File: src/rtl/fetch_pkg.sv
// rtl/fetch_pkg.sv - shared types and defaults for the fetch queue
package fetch_pkg;

    localparam int FQ_DEPTH = 4;
    localparam int FQ_AW    = 16;
    localparam int FQ_IW    = 16;

    typedef logic [FQ_AW-1:0] addr_t;
    typedef logic [FQ_IW-1:0] instr_t;

    typedef struct packed {
        addr_t  pc;
        instr_t instr;
    } fq_entry_t;

endpackage

File: src/rtl/fetch_fifo_mem.sv
// rtl/fetch_fifo_mem.sv - fetch queue storage: one write port, async read port
module fetch_fifo_mem
    import fetch_pkg::*;
#(
    parameter int DEPTH = FQ_DEPTH
) (
    input  logic                     clk,
    input  logic                     we_i,
    input  logic [$clog2(DEPTH)-1:0] waddr_i,
    input  fq_entry_t                wdata_i,
    input  logic [$clog2(DEPTH)-1:0] raddr_i,
    output fq_entry_t                rdata_o
);

    // Storage is deliberately unreset; validity is tracked by the pointers.
    fq_entry_t mem_q [DEPTH];

    always_ff @(posedge clk) begin
        if (we_i) begin
            mem_q[waddr_i] <= wdata_i;
        end
    end

    assign rdata_o = mem_q[raddr_i];

endmodule

File: src/rtl/fetch_queue.sv
// rtl/fetch_queue.sv - pairs imem read data with its PC and buffers it for decode
module fetch_queue
    import fetch_pkg::*;
#(
    parameter int DEPTH = FQ_DEPTH,
    parameter int AW    = FQ_AW,
    parameter int IW    = FQ_IW
) (
    input  logic                     clk,
    input  logic                     rst_n,
    input  logic [AW-1:0]            pc_i,
    input  logic                     pc_valid_i,
    output logic                     stall_o,
    input  logic                     flush_i,
    output logic                     imem_en_o,
    output logic [AW-1:0]            imem_addr_o,
    input  logic [IW-1:0]            imem_rdata_i,
    output logic                     id_valid_o,
    input  logic                     id_ready_i,
    output logic [IW-1:0]            id_instr_o,
    output logic [AW-1:0]            id_pc_o,
    output logic [$clog2(DEPTH):0]   count_o
);

    localparam int PW = $clog2(DEPTH);
    localparam int CW = PW + 1;

    logic [PW-1:0] wr_ptr_q, wr_ptr_d;
    logic [PW-1:0] rd_ptr_q, rd_ptr_d;
    logic [CW-1:0] count_q, count_d;
    logic          inflight_q, inflight_d;
    addr_t         pc_q, pc_d;

    logic          push;
    logic          pop;
    logic [CW:0]   occupancy;
    fq_entry_t     wr_entry;
    fq_entry_t     rd_entry;

    // Counting the in-flight read reserves its slot, so the FIFO never overflows
    // and stall depends only on registered state.
    assign occupancy = {1'b0, count_q} + (CW+1)'(inflight_q);
    assign stall_o   = occupancy >= (CW+1)'(DEPTH);

    assign imem_en_o   = rst_n & pc_valid_i & ~stall_o & ~flush_i;
    assign imem_addr_o = pc_i;

    assign id_valid_o = (count_q != '0);
    assign push       = inflight_q & ~flush_i;
    assign pop        = id_valid_o & id_ready_i & ~flush_i;

    assign wr_entry.pc    = addr_t'(pc_q);
    assign wr_entry.instr = instr_t'(imem_rdata_i);

    fetch_fifo_mem #(
        .DEPTH (DEPTH)
    ) u_mem (
        .clk     (clk),
        .we_i    (push),
        .waddr_i (wr_ptr_q),
        .wdata_i (wr_entry),
        .raddr_i (rd_ptr_q),
        .rdata_o (rd_entry)
    );

    // Head fields read as zero when empty, hiding the unreset storage.
    assign id_pc_o    = id_valid_o ? AW'(rd_entry.pc)    : '0;
    assign id_instr_o = id_valid_o ? IW'(rd_entry.instr) : '0;
    assign count_o    = count_q;

    always_comb begin
        wr_ptr_d   = wr_ptr_q;
        rd_ptr_d   = rd_ptr_q;
        count_d    = count_q;
        inflight_d = imem_en_o;
        pc_d       = imem_en_o ? addr_t'(pc_i) : pc_q;

        if (flush_i) begin
            wr_ptr_d   = '0;
            rd_ptr_d   = '0;
            count_d    = '0;
            inflight_d = 1'b0;
        end else begin
            if (push) begin
                wr_ptr_d = wr_ptr_q + 1'b1;
            end
            if (pop) begin
                rd_ptr_d = rd_ptr_q + 1'b1;
            end
            case ({push, pop})
                2'b10:   count_d = count_q + 1'b1;
                2'b01:   count_d = count_q - 1'b1;
                default: count_d = count_q;
            endcase
        end
    end

    always_ff @(posedge clk or negedge rst_n) begin
        if (!rst_n) begin
            wr_ptr_q   <= '0;
            rd_ptr_q   <= '0;
            count_q    <= '0;
            inflight_q <= 1'b0;
            pc_q       <= '0;
        end else begin
            wr_ptr_q   <= wr_ptr_d;
            rd_ptr_q   <= rd_ptr_d;
            count_q    <= count_d;
            inflight_q <= inflight_d;
            pc_q       <= pc_d;
        end
    end

endmodule
File: config.mk
export PLATFORM = sky130hd
export DESIGN_NAME = fetch_queue
export DESIGN_NICKNAME = d
export VERILOG_FILES = /design/src/rtl/fetch_pkg.sv /design/src/rtl/fetch_fifo_mem.sv /design/src/rtl/fetch_queue.sv
export SDC_FILE = /design/constraint.sdc
export NUM_CORES = 1
export LEC_CHECK = 0
export CORE_MARGIN = 4
export CORE_UTILIZATION = 49
export DETAILED_ROUTE_END_ITERATION = 7
export MAX_ROUTING_LAYER = met4
export PLACE_DENSITY = 0.78
export SLEW_MARGIN = 0
export SYNTH_ARGS = -nofsm -noshare
export SYNTH_HDL_FRONTEND = slang
export SYNTH_SLANG_ARGS = --single-unit
File: constraint.sdc
create_clock -name clk -period 2.2 [get_ports clk]
set_input_delay 0.44 -clock clk [delete_from_list [all_inputs] [get_ports clk]]
set_output_delay 0.44 -clock clk [all_outputs]
set_load 0.03 [all_outputs]
==> impl_metrics.json <==
{
  "finalCritPeriodShare": 1.070,
  "drc_errors": 0,
  "tightestPinTransition_ns": 0.4894,
  "antenna_left": 0,
  "layout-drive-gt1-share": 0.4312,
  "max-vdd-ir-drop_v": 0.0005824,
  "cts_tree": "yes",
  "yosysUniqueCellTypes": 33,
  "drt_iter0_markers": 198,
  "synth_edf_count": 128,
  "vias": 3118,
  "syn_to_final_growth_pct": 32.44,
  "crit_fanout": 7,
  "setup_tns_ns": -3.545,
  "start_util": 0.5049,
  "syn_area_per_cell_um2": 19.94,
  "grt_max_degree": 30,
  "cts-root-buf": "clkbuf_16",
  "groute.usage.overall": 0.1779,
  "dp_cells": 564,
  "path_class": "register to primary output",
  "cts_sinks": 152,
  "register_area_um2": 4451,
  "clk_latency_ns": 0.41,
  "rsz0062_at_grt": "yes",
  "core_um2": 12160,
  "drt-total-wl_mm": 11.68,
  "synth_area_um2": 6141,
  "yosysTopAreaCell": "edfxtp_1",
  "async_reset_ff_frac": 0.1579,
  "ys_warn_count": 0,
  "first_global_vias": 3449,
  "setup_viol": 32,
  "wl_per_cell_um": 19.34,
  "synthCells": 308,
  "portBuffers": 90,
  "multi_input_area_um2": 1560,
  "syn_nets": 350,
  "violations": "negative setup slack",
  "dp_hpwl_mm": 7.313,
  "yosysMostFrequentCell": "edfxtp_1",
  "die_y_um": 120.0,
  "clk_path_buf_depth": 2,
  "cp_cell_sequence": "buf_12, buf_12, mux4_2, and2_4, buf_6",
  "dieArea_um2": 14390,
  "cpMaxStageDelayCell": "mux4_2",
  "nets": 466,
  "end_kind": "primary output",
  "io_pins": 91,
  "hold_ws_ns": 0.4948,
  "finalWorstSetupSlack_ns": -0.1532,
  "slew_viol_final": 0,
  "startpoint_type": "register",
  "max_freq_ghz": 0.4250,
  "fp.dieW_um": 120.0,
  "numCtsBuffers": 17,
  "gp_congestion": 0.7187,
  "grt_first_pass_wirelength_mm": 18.62,
  "synth_commonest_cells": "128 x edfxtp_1, 36 x and2_1, 32 x mux4_2, 24 x dfrtp_1, 18 x buf_4",
  "num_rows": 40,
  "cp.arrival_ns": 1.91,
  "power.density_nw_per_um2": 1162,
  "fin_skew_ns": 0.005683,
  "ys_seq_elements": 152,
  "vias_per_cell": 5.162,
  "min_period_ns": 2.353,
  "synth_top_area_share": 0.6259,
  "fillCellCount": 803,
  "seq_area_frac_synth": 0.7237,
  "max_stage_delay_ns": 0.50,
  "antenna_cells": 0,
  "finalHoldViolations": 0,
  "clk_pin_slew_ns": 0.06,
  "relSlewSlack": 0.6696,
  "grt_overflow_total": 0,
  "final_cells": 604,
  "worstPathRequired_ns": 1.76,
  "drv_cap": 0,
  "fin_total_pwr_uw": 9447,
  "htreeDepth": 4,
  "antenna_found_initial": 0,
  "ys_top_cells_by_area": "edfxtp_1 63%, mux4_2 12%, dfrtp_1 9.8%",
  "status": "complete, but fails checks",
  "dr.pass1.iters": 4,
  "power.leakage_uw": 0.002888,
  "crit_path_frequent_cell": "buf_12",
  "synthFlopType": "edfxtp_1",
  "hold_path_class": "input pin to asynchronous set/reset pin"
}
==> cell families (layout without fill, tap and decap cells) <==
| logic type | Yosys count | count (layout) | synth area share |
|---|---|---|---|
| fa+ha+maj | 5 | 5 | 0.01141 |
| buf+inv | 37 | 165 | 0.03830 |
| simple gates | 50 | 50 | 0.05033 |
| compound gates | 9 | 9 | 0.01386 |
| xor+xnor | 6 | 6 | 0.008557 |
| flops | 152 | 152 | 0.7237 |
| mux | 49 | 49 | 0.1538 |
==> layer usage <==
metal | track usage | up-vias | part of all wire
met3 | 0.03864 | 18 | 0.031
met1 | 0.2101 | 1603 | 0.41
met4 | 0.07301 | 0 | 0.017
met2 | 0.2982 | 76 | 0.54
li1 | - | 1421 | -
met5 | - | - | 0
==> state kept, by name (all words and copies together), names as in the netlist <==
| name | cells |
|---|---|
| count_o | 3 |
| pc_q | 16 |
| wr_ptr_q | 2 |
| rd_ptr_q | 2 |
| u_mem.mem_q | 128 |
| inflight_q | 1 |
==> where the power goes <==
part / leakage (uW) / switching (uW) / total, uW / internal (uW)
Combinational: 0.00120 / 1630 / 3400 / 1770
Sequential: 0.00144 / 149 / 3530 / 3380
Clock: 0.000244 / 1040 / 2520 / 1480
==> per-stage QoR <==
stage                     setup slack (ns)  instance area, um2    util
after floorplan                    0.04491                6168       -
after global placement            -0.09343                7347  0.6041
after detailed placement           -0.1193                7347  0.6041
after CTS                          -0.1961                8127  0.6682
after global routing               -0.2143                8133  0.6687
final                              -0.1532                8133  0.6687
==> cell usage in the layout (no fill, tap or decap), types with 4 or more instances in the layout <==
cell             count
edfxtp_1           128
and2_1               4
buf_6               30
dfrtp_1             19
and2_4              28
buf_4               24
ha_1                 4
dfrtp_2              5
mux2_2               7
inv_1                6
nor2_1               6
clkdlybuf4s50_1     55
xnor2_1              4
and2_2               4
buf_2                4
mux2_4               9
mux4_2              32
clkbuf_16           17
buf_12              13
==> layout make-up <==
| type | count | area share |
|---|---|---|
| clock buffer | 22 | 0.05708 |
| sequential | 152 | 0.5472 |
| tap | 168 | 0.02585 |
| timing repair buffer | 128 | 0.1688 |
| multi-input combinational | 119 | 0.1918 |
| clock inverter | 9 | 0.006462 |
| inverter | 6 | 0.002769 |
==> what timing repair did <==
| action | in CTS | in global routing |
|---|---|---|
| pin swaps | 17 | 1 |
| setup buffers | 6 | 3 |
| hold buffers | 0 | 0 |
| resized for setup | 127 | 3 |
| setup endpoints to repair | 34 | 33 |
| gates cloned | 1 | 0 |
==> worst max-delay path, delay by kind of cell, from the launching register on <==
kind | cells | cell delay [ns]
multiplexers | 1 | 0.50
flip-flops | 1 | 0.44
buffers and inverters | 3 | 0.41
AND/OR/NAND/NOR | 1 | 0.16
==> path summary, 6_finish.rpt <==
kind | startpoint | to | slack (ns) | cells past startpoint
max in group asynchronous | rst_n | count_o[0] | 1.41 | 2
setup reg to reg | count_o[1] | count_o[2] | 0.11 | 7
hold / removal | rst_n | pc_q[7] | 0.49 | 2
setup / recovery | rd_ptr_q[0] | id_instr_o[5] | -0.15 | 5
min in group clk | pc_q[7] | u_mem.mem_q[3][23] | 0.52 | 0
hold reg to reg | pc_q[7] | u_mem.mem_q[3][23] | 0.52 | 0
No activity file was read; power rests on OpenSTA's default activity.
